<file path="src/rtl/mips_mc_ctrl_if.sv">
// mips_mc_ctrl_if
// Bundles the signals between the multicycle MIPS controller and its
// datapath/memory.
//   master : controller side (drives the control word, reads opcode/flags)
//   slave  : datapath/memory side
// Signals:
//   opcode[5:0], funct[5:0], zero, mem_ready        datapath/memory -> ctrl
//   mem_req, memwrite, iord, irwrite, pcen,
//   regwrite, regdst, memtoreg, alusrca,
//   alusrcb[1:0], pcsrc[1:0], alucontrol[2:0],
//   state[3:0], illegal, timeout                     ctrl -> datapath/memory
interface mips_mc_ctrl_if;
  logic [5:0] opcode;
  logic [5:0] funct;
  logic       zero;
  logic       mem_ready;
  logic       mem_req;
  logic       memwrite;
  logic       iord;
  logic       irwrite;
  logic       pcen;
  logic       regwrite;
  logic       regdst;
  logic       memtoreg;
  logic       alusrca;
  logic [1:0] alusrcb;
  logic [1:0] pcsrc;
  logic [2:0] alucontrol;
  logic [3:0] state;
  logic       illegal;
  logic       timeout;

  modport master (
    input  opcode, funct, zero, mem_ready,
    output mem_req, memwrite, iord, irwrite, pcen, regwrite, regdst,
           memtoreg, alusrca, alusrcb, pcsrc, alucontrol, state,
           illegal, timeout
  );

  modport slave (
    output opcode, funct, zero, mem_ready,
    input  mem_req, memwrite, iord, irwrite, pcen, regwrite, regdst,
           memtoreg, alusrca, alusrcb, pcsrc, alucontrol, state,
           illegal, timeout
  );
endinterface

</file>
<file path="src/rtl/mips_mc_ctrl.sv">
// mips_mc_ctrl
// Multicycle MIPS control FSM (lw, sw, R-type, beq, addi, j) with a
// memory-wait watchdog.
// Ports:
//   clk  : rising-edge clock
//   rst  : asynchronous, active-high reset; forces every output to 0
//   bus  : mips_mc_ctrl_if.master (opcode/funct/zero/mem_ready in,
//          control word, debug state, illegal and timeout pulses out)
// Parameters:
//   TIMEOUT : max cycles a memory state waits for mem_ready (1..255)
//   CNT_W   : wait-counter width, must be able to hold TIMEOUT
//
// state   | meaning
// FETCH   | read instruction at PC, PC += 4
// DECODE  | dispatch on opcode, precompute branch target
// MEMADR  | compute load/store address
// MEMRD   | load data read
// MEMWB   | load writeback to rt
// MEMWR   | store data write
// EXECUTE | R-type ALU op
// ALUWB   | R-type writeback to rd
// BRANCH  | beq compare, PC <= target if zero
// ADDIEX  | addi ALU op
// ADDIWB  | addi writeback to rt
// JUMP    | PC <= jump target
module mips_mc_ctrl #(
  parameter int TIMEOUT = 15,
  parameter int CNT_W   = 8
) (
  input  logic          clk,
  input  logic          rst,
  mips_mc_ctrl_if.master bus
);

  typedef enum logic [3:0] {
    S_FETCH   = 4'd0,
    S_DECODE  = 4'd1,
    S_MEMADR  = 4'd2,
    S_MEMRD   = 4'd3,
    S_MEMWB   = 4'd4,
    S_MEMWR   = 4'd5,
    S_EXECUTE = 4'd6,
    S_ALUWB   = 4'd7,
    S_BRANCH  = 4'd8,
    S_ADDIEX  = 4'd9,
    S_ADDIWB  = 4'd10,
    S_JUMP    = 4'd11
  } state_t;

  localparam logic [5:0] OP_RTYPE = 6'b000000;
  localparam logic [5:0] OP_LW    = 6'b100011;
  localparam logic [5:0] OP_SW    = 6'b101011;
  localparam logic [5:0] OP_BEQ   = 6'b000100;
  localparam logic [5:0] OP_ADDI  = 6'b001000;
  localparam logic [5:0] OP_J     = 6'b000010;

  state_t           r_state;
  logic [CNT_W-1:0] r_cnt;
  logic             w_wait_st;
  logic             w_tmo;
  logic             w_op_ok;

  assign w_wait_st = (r_state == S_FETCH) || (r_state == S_MEMRD) ||
                     (r_state == S_MEMWR);
  // mem_ready in the terminal-count cycle still completes normally.
  assign w_tmo     = w_wait_st && !bus.mem_ready && (r_cnt == CNT_W'(TIMEOUT));
  assign w_op_ok   = (bus.opcode == OP_LW)   || (bus.opcode == OP_SW)   ||
                     (bus.opcode == OP_RTYPE) || (bus.opcode == OP_BEQ) ||
                     (bus.opcode == OP_ADDI) || (bus.opcode == OP_J);

  always_ff @(posedge clk or posedge rst) begin
    if (rst) begin
      r_state <= S_FETCH;
      r_cnt   <= '0;
    end else begin
      // Only a stalled wait state keeps counting; any other cycle either
      // leaves the state or is not a wait state, so the next wait-state
      // entry always starts from zero.
      if (w_wait_st && !bus.mem_ready && !w_tmo) begin
        if (r_cnt != {CNT_W{1'b1}}) r_cnt <= r_cnt + 1'b1;
      end else begin
        r_cnt <= '0;
      end

      if (w_tmo) begin
        r_state <= S_FETCH;
      end else begin
        case (r_state)
          S_FETCH:   if (bus.mem_ready) r_state <= S_DECODE;
          S_DECODE:
            case (bus.opcode)
              OP_LW, OP_SW: r_state <= S_MEMADR;
              OP_RTYPE:     r_state <= S_EXECUTE;
              OP_BEQ:       r_state <= S_BRANCH;
              OP_ADDI:      r_state <= S_ADDIEX;
              OP_J:         r_state <= S_JUMP;
              default:      r_state <= S_FETCH;
            endcase
          S_MEMADR:  r_state <= (bus.opcode == OP_LW) ? S_MEMRD : S_MEMWR;
          S_MEMRD:   if (bus.mem_ready) r_state <= S_MEMWB;
          S_MEMWR:   if (bus.mem_ready) r_state <= S_FETCH;
          S_EXECUTE: r_state <= S_ALUWB;
          S_ADDIEX:  r_state <= S_ADDIWB;
          default:   r_state <= S_FETCH;
        endcase
      end
    end
  end

  // Outputs decode from the state register but several of them qualify
  // same-cycle inputs (mem_ready, zero, opcode), and all must drop as soon
  // as rst rises, so this block is combinational and gated by rst.
  always_comb begin
    bus.mem_req    = 1'b0;
    bus.memwrite   = 1'b0;
    bus.iord       = 1'b0;
    bus.irwrite    = 1'b0;
    bus.pcen       = 1'b0;
    bus.regwrite   = 1'b0;
    bus.regdst     = 1'b0;
    bus.memtoreg   = 1'b0;
    bus.alusrca    = 1'b0;
    bus.alusrcb    = 2'b00;
    bus.pcsrc      = 2'b00;
    bus.alucontrol = 3'b000;
    bus.illegal    = 1'b0;
    bus.timeout    = 1'b0;
    if (!rst) begin
      bus.timeout = w_tmo;
      case (r_state)
        S_FETCH: begin
          bus.mem_req    = 1'b1;
          bus.alusrcb    = 2'b01;
          bus.alucontrol = 3'b010;
          bus.irwrite    = bus.mem_ready;
          bus.pcen       = bus.mem_ready;
        end
        S_DECODE: begin
          bus.alusrcb    = 2'b11;
          bus.alucontrol = 3'b010;
          bus.illegal    = !w_op_ok;
        end
        S_MEMADR, S_ADDIEX: begin
          bus.alusrca    = 1'b1;
          bus.alusrcb    = 2'b10;
          bus.alucontrol = 3'b010;
        end
        S_MEMRD: begin
          bus.mem_req = 1'b1;
          bus.iord    = 1'b1;
        end
        S_MEMWB: begin
          bus.regwrite = 1'b1;
          bus.memtoreg = 1'b1;
        end
        S_MEMWR: begin
          bus.mem_req  = 1'b1;
          bus.iord     = 1'b1;
          bus.memwrite = !w_tmo;
        end
        S_EXECUTE: begin
          bus.alusrca = 1'b1;
          case (bus.funct)
            6'b100010: bus.alucontrol = 3'b110;
            6'b100100: bus.alucontrol = 3'b000;
            6'b100101: bus.alucontrol = 3'b001;
            6'b101010: bus.alucontrol = 3'b111;
            default:   bus.alucontrol = 3'b010;
          endcase
        end
        S_ALUWB: begin
          bus.regwrite = 1'b1;
          bus.regdst   = 1'b1;
        end
        S_BRANCH: begin
          bus.alusrca    = 1'b1;
          bus.alucontrol = 3'b110;
          bus.pcsrc      = 2'b01;
          bus.pcen       = bus.zero;
        end
        S_ADDIWB: bus.regwrite = 1'b1;
        S_JUMP: begin
          bus.pcsrc = 2'b10;
          bus.pcen  = 1'b1;
        end
        default: ;
      endcase
    end
  end

  assign bus.state = r_state;

endmodule

</file>
<file path="src/flat_wrapper.sv">
// flat-port wrapper written by rule: the top's interface ports become plain ports
module mips_mc_ctrl_flat 
#(
  parameter int TIMEOUT = 15,
  parameter int CNT_W   = 8
)
  (clk, rst, bus_opcode, bus_funct, bus_zero, bus_mem_ready, bus_mem_req, bus_memwrite, bus_iord, bus_irwrite, bus_pcen, bus_regwrite, bus_regdst, bus_memtoreg, bus_alusrca, bus_alusrcb, bus_pcsrc, bus_alucontrol, bus_state, bus_illegal, bus_timeout);
  mips_mc_ctrl_if bus_i ();
  input  logic clk;
  input  logic rst;
  input wire logic [$bits(bus_i.opcode)-1:0] bus_opcode;
  input wire logic [$bits(bus_i.funct)-1:0] bus_funct;
  input wire logic [$bits(bus_i.zero)-1:0] bus_zero;
  input wire logic [$bits(bus_i.mem_ready)-1:0] bus_mem_ready;
  output wire logic [$bits(bus_i.mem_req)-1:0] bus_mem_req;
  output wire logic [$bits(bus_i.memwrite)-1:0] bus_memwrite;
  output wire logic [$bits(bus_i.iord)-1:0] bus_iord;
  output wire logic [$bits(bus_i.irwrite)-1:0] bus_irwrite;
  output wire logic [$bits(bus_i.pcen)-1:0] bus_pcen;
  output wire logic [$bits(bus_i.regwrite)-1:0] bus_regwrite;
  output wire logic [$bits(bus_i.regdst)-1:0] bus_regdst;
  output wire logic [$bits(bus_i.memtoreg)-1:0] bus_memtoreg;
  output wire logic [$bits(bus_i.alusrca)-1:0] bus_alusrca;
  output wire logic [$bits(bus_i.alusrcb)-1:0] bus_alusrcb;
  output wire logic [$bits(bus_i.pcsrc)-1:0] bus_pcsrc;
  output wire logic [$bits(bus_i.alucontrol)-1:0] bus_alucontrol;
  output wire logic [$bits(bus_i.state)-1:0] bus_state;
  output wire logic [$bits(bus_i.illegal)-1:0] bus_illegal;
  output wire logic [$bits(bus_i.timeout)-1:0] bus_timeout;
  assign bus_i.opcode = bus_opcode;
  assign bus_i.funct = bus_funct;
  assign bus_i.zero = bus_zero;
  assign bus_i.mem_ready = bus_mem_ready;
  assign bus_mem_req = bus_i.mem_req;
  assign bus_memwrite = bus_i.memwrite;
  assign bus_iord = bus_i.iord;
  assign bus_irwrite = bus_i.irwrite;
  assign bus_pcen = bus_i.pcen;
  assign bus_regwrite = bus_i.regwrite;
  assign bus_regdst = bus_i.regdst;
  assign bus_memtoreg = bus_i.memtoreg;
  assign bus_alusrca = bus_i.alusrca;
  assign bus_alusrcb = bus_i.alusrcb;
  assign bus_pcsrc = bus_i.pcsrc;
  assign bus_alucontrol = bus_i.alucontrol;
  assign bus_state = bus_i.state;
  assign bus_illegal = bus_i.illegal;
  assign bus_timeout = bus_i.timeout;
  mips_mc_ctrl #(.TIMEOUT(TIMEOUT), .CNT_W(CNT_W)) u_core (.clk(clk), .rst(rst), .bus(bus_i));
endmodule
</file>
<file path="config.mk">
export PLATFORM = sky130hd
export DESIGN_NAME = mips_mc_ctrl_flat
export DESIGN_NICKNAME = d
export VERILOG_FILES = /design/src/rtl/mips_mc_ctrl_if.sv /design/src/rtl/mips_mc_ctrl.sv /design/src/flat_wrapper.sv
export SDC_FILE = /design/constraint.sdc
export NUM_CORES = 1
export LEC_CHECK = 0
export BUFFER_PORTS_ARGS = -buffer_cell sky130_fd_sc_hd__buf_2
export CAP_MARGIN = 0
export CORE_AREA = 3 3 49 51
export CTS_CLUSTER_SIZE = 25
export DETAILED_ROUTE_END_ITERATION = 12
export DIE_AREA = 0 0 52 54
export PLACE_DENSITY = 0.85
export REMOVE_ABC_BUFFERS = 1
export SYNTH_ARGS = -nofsm -noshare
export SYNTH_HDL_FRONTEND = slang
export SYNTH_SLANG_ARGS = --single-unit
</file>
<file path="constraint.sdc">
create_clock -name clk -period 2.8 [get_ports clk]
set_input_delay 0.28 -clock clk [delete_from_list [all_inputs] [get_ports clk]]
set_output_delay 0.28 -clock clk [all_outputs]
set_load 0.03 [all_outputs]
</file>
==> flow_summary_export.csv <==
group,metric,value,unit
floorplanning,std_cell_rows,16,
final_layout,fill_cells,184,
route,antenna_violating_nets_post_route,0,
sta,fmax,469.9,MHz
synth,synth_sequential_area_ratio,0.2847,
synth,synth.cell_area,1055,um2
sta,rsz0062_at_grt,"no",
final_layout,most_common_cell_after_layout_fill_and_taps_aside,"sky130_fd_sc_hd__buf_2",
placement,portBuffers,37,
hold_path,worst_hold_check_path_type,"input pin to async pin",
setup_path,rr_startpoint,"u_core.r_cnt[0]",
setup_path,cp_cell_sequence,"xnor2_1 > mux2_2 > nand3_1 > and3b_1 > buf_2",
cts,ctsLongestPathBuffers,2,
power,power-per-cell-area,659.8,nW/um2
cts,clk_lat_worst_skew,270,ps
cts,post-cts-setup-buffer-count,0,
route,vias,1159,
floorplanning,chipHeight,54,um
synth,gate_count_post_synth,134,
floorplanning,io_pins,38,
cts,tritoncts,"done",
job,max_cap_viol_count,0,
cts,htree_num_levels,1,
placement,hpwl,2169,um
setup_path,worstSetupStartpointType,"flop",
setup_path,worst_path_max_delay_cell,"sky130_fd_sc_hd__dfrtp_1",
synth,ys_types,46,
final_layout,num_antenna_cells,0,
cts,cts_made_buffers,3,
setup_path,crit_path_start,"u_core.bus.state[1]",
power,max-vdd-ir-drop,0.5351,mV
cts,count_of_hold_buffers_inserted_by_post_cts_repair,0,
route,drt-vias-per-instance,6.005,
floorplanning,floorplan.initialDensity,0.5322,
final_layout,post-route-util,0.6389,
route,drc_errors,0,
sta,finalSetupTns,0,ps
route,totalWireLength,2792,um
final_layout,syn_to_final_growth,20.05,%
route,drt-initial-drc-count,28,
setup_path,critical_path.max_stage_delay,650,ps
sta,timing.slew.headroom,0.6513,
cts,clk_pin_slew,80,ps
cts,clkSinkCount,12,
setup_path,cp-end-kind,"output pin",
setup_path,critical_path.max_fanout,18,
placement,gpl.final_weighted_congestion,0.8914,
sta,finClkSkew,4.963,ps
synth,synthArstFlopShare,1.000,
sta,layout_worst_path_cycle_share,0.7601,
setup_path,cp.required,2520,ps
cts,ctsResizeCount,0,
global_route,grt_util_all_layers,0.2183,
floorplanning,die_width,52,um
synth,yosysWarningCount,0,
floorplanning,die_area,2808,um2
global_route,overflow,0,
cts,clock_tree_root_buffer_cell,"sky130_fd_sc_hd__clkbuf_4",
sta,final-max-slew-violation-count,0,
sta,timing_hold_violations_final,0,
synth,synth_enable_flop_cells,0,
setup_path,critical_path_class,"flop to output pin",
floorplanning,floorplan.core_area,1982,um2
synth,syn_avg_cell_area,7.871,um2
global_route,first_global_vias,1080,
route,detail_route.first_pass.iterations,5,
route,wire_per_inst,14.47,um
setup_path,critical_path_arrival,1850,ps
final_layout,fraction_of_final_layout_cells_with_drive_strength_greater_than_1,0.2892,
global_route,grt_pass1_wl,4643,um
sta,worst-slew-pin-transition,523.0,ps
global_route,grt_antenna_before_repair,0,
sta,setup_viol,0,
final_layout,design.final.nets,184,
power,leakage_power_summed_over_all_cells,0.6243,nW
setup_path,r2r_setup_slack,1120,ps
final_layout,most_frequent_cells_in_the_layout,"37 x sky130_fd_sc_hd__buf_2, 17 x sky130_fd_sc_hd__nor2_1, 12 x sky130_fd_sc_hd__dfrtp_1, 7 x sky130_fd_sc_hd__nand2_1",
global_route,maximum_number_of_pins_on_one_net_before_global_route_repair,20,
synth,postSynthRegisterBits,12,
sta,post-route-min-period,2128,ps
synth,synth-main-ff-cell,"sky130_fd_sc_hd__dfrtp_1",
final_layout,register_area,300.3,um2
outcome,outcome,"completed",
final_layout,multiInputGateArea,688.2,um2
worst max-delay path: cells and delay by family, from the launching register on:
kind | cells | cell delay, ps
buffers and inverters | 1 | 190
xor gates and xnor gates | 1 | 160
DFF | 1 | 650
muxes | 1 | 320
and+or+nand+nor | 2 | 250
synthesized netlist by cell type, types with 4 or more instances:
master	count	share of area
sky130_fd_sc_hd__nor2_1	17	0.060
sky130_fd_sc_hd__inv_1	6	0.021
sky130_fd_sc_hd__dfrtp_1	12	0.28
sky130_fd_sc_hd__a211oi_1	4	0.028
sky130_fd_sc_hd__nand3_1	4	0.019
sky130_fd_sc_hd__a21oi_1	4	0.019
sky130_fd_sc_hd__and3_1	6	0.036
sky130_fd_sc_hd__clkbuf_1	6	0.021
sky130_fd_sc_hd__nor4_1	4	0.024
sky130_fd_sc_hd__nand2_1	7	0.025
sky130_fd_sc_hd__nand2b_1	5	0.030
sky130_fd_sc_hd__xor2_1	5	0.042
sky130_fd_sc_hd__nor3_1	4	0.019
sky130_fd_sc_hd__nand4_1	4	0.024
sky130_fd_sc_hd__o21ai_0	5	0.024
through the flow:
stage	setup slack [ps]	cells	hold WS (ps)	power [mW]	instance area, um2
after detailed placement	979.3	189	442.3	0.6983	1230
after CTS	681.7	193	141.1	0.8365	1266
final	671.8	193	130.8	0.8355	1266
after floorplan	578.8	125	149.9	0.5658	1011
after global placement	1047	189	425.5	0.6791	1230
after global routing	476.7	193	166.8	0.8953	1266
final cells by class:
cell class | count | share of cell area
flip-flops and latches | 12 | 0.2372
multi-input cells | 107 | 0.5435
repair buffers | 37 | 0.1462
clock buffers | 4 | 0.02866
well taps | 27 | 0.02668
inverters | 6 | 0.01779
where the power goes:
part | switching [mW] | internal [mW] | leakage [nW]
sequential | 0.0688 | 0.198 | 0.164
combinational | 0.281 | 0.150 | 0.439
clock | 0.0584 | 0.0790 | 0.0210
total | 0.408 | 0.428 | 0.624
cells by family (layout without fill, tap and decap cells):
| logic type | after synthesis | in the layout | share of synthesized area |
|---|---|---|---|
| compound gates | 26 | 26 | 0.1708 |
| mux | 3 | 3 | 0.02966 |
| fa+ha+maj | 1 | 1 | 0.01186 |
| xor+xnor | 7 | 7 | 0.05813 |
| flops | 12 | 12 | 0.2847 |
| buf+inv | 15 | 47 | 0.06287 |
| simple gates | 70 | 70 | 0.3820 |
metal layers:
metal | global-route usage | vias up | part of all wire
met5 | 0 | - | 0
met4 | 0.1004 | 0 | 0.014
met3 | 0.03601 | 6 | 0.073
met2 | 0.3766 | 44 | 0.48
met1 | 0.2653 | 551 | 0.43
li1 | - | 558 | -
state kept, by name, summed over array words and instances (netlist names):
name and cells:
u_core.r_cnt 8, u_core.bus.state 4
worst paths after layout:
| kind | endpoint | depth (start not counted) |
|---|---|---|
| min in group clk | u_core.bus.state[3] | 4 |
| setup reg to reg | u_core.r_cnt[2] | 5 |
| hold / removal | u_core.r_cnt[4] | 2 |
| setup / recovery | bus_memwrite | 5 |
| hold reg to reg | u_core.r_cnt[1] | 2 |
| max in group asynchronous | u_core.r_cnt[3] | 2 |
(Power assumes the default switching activity.)
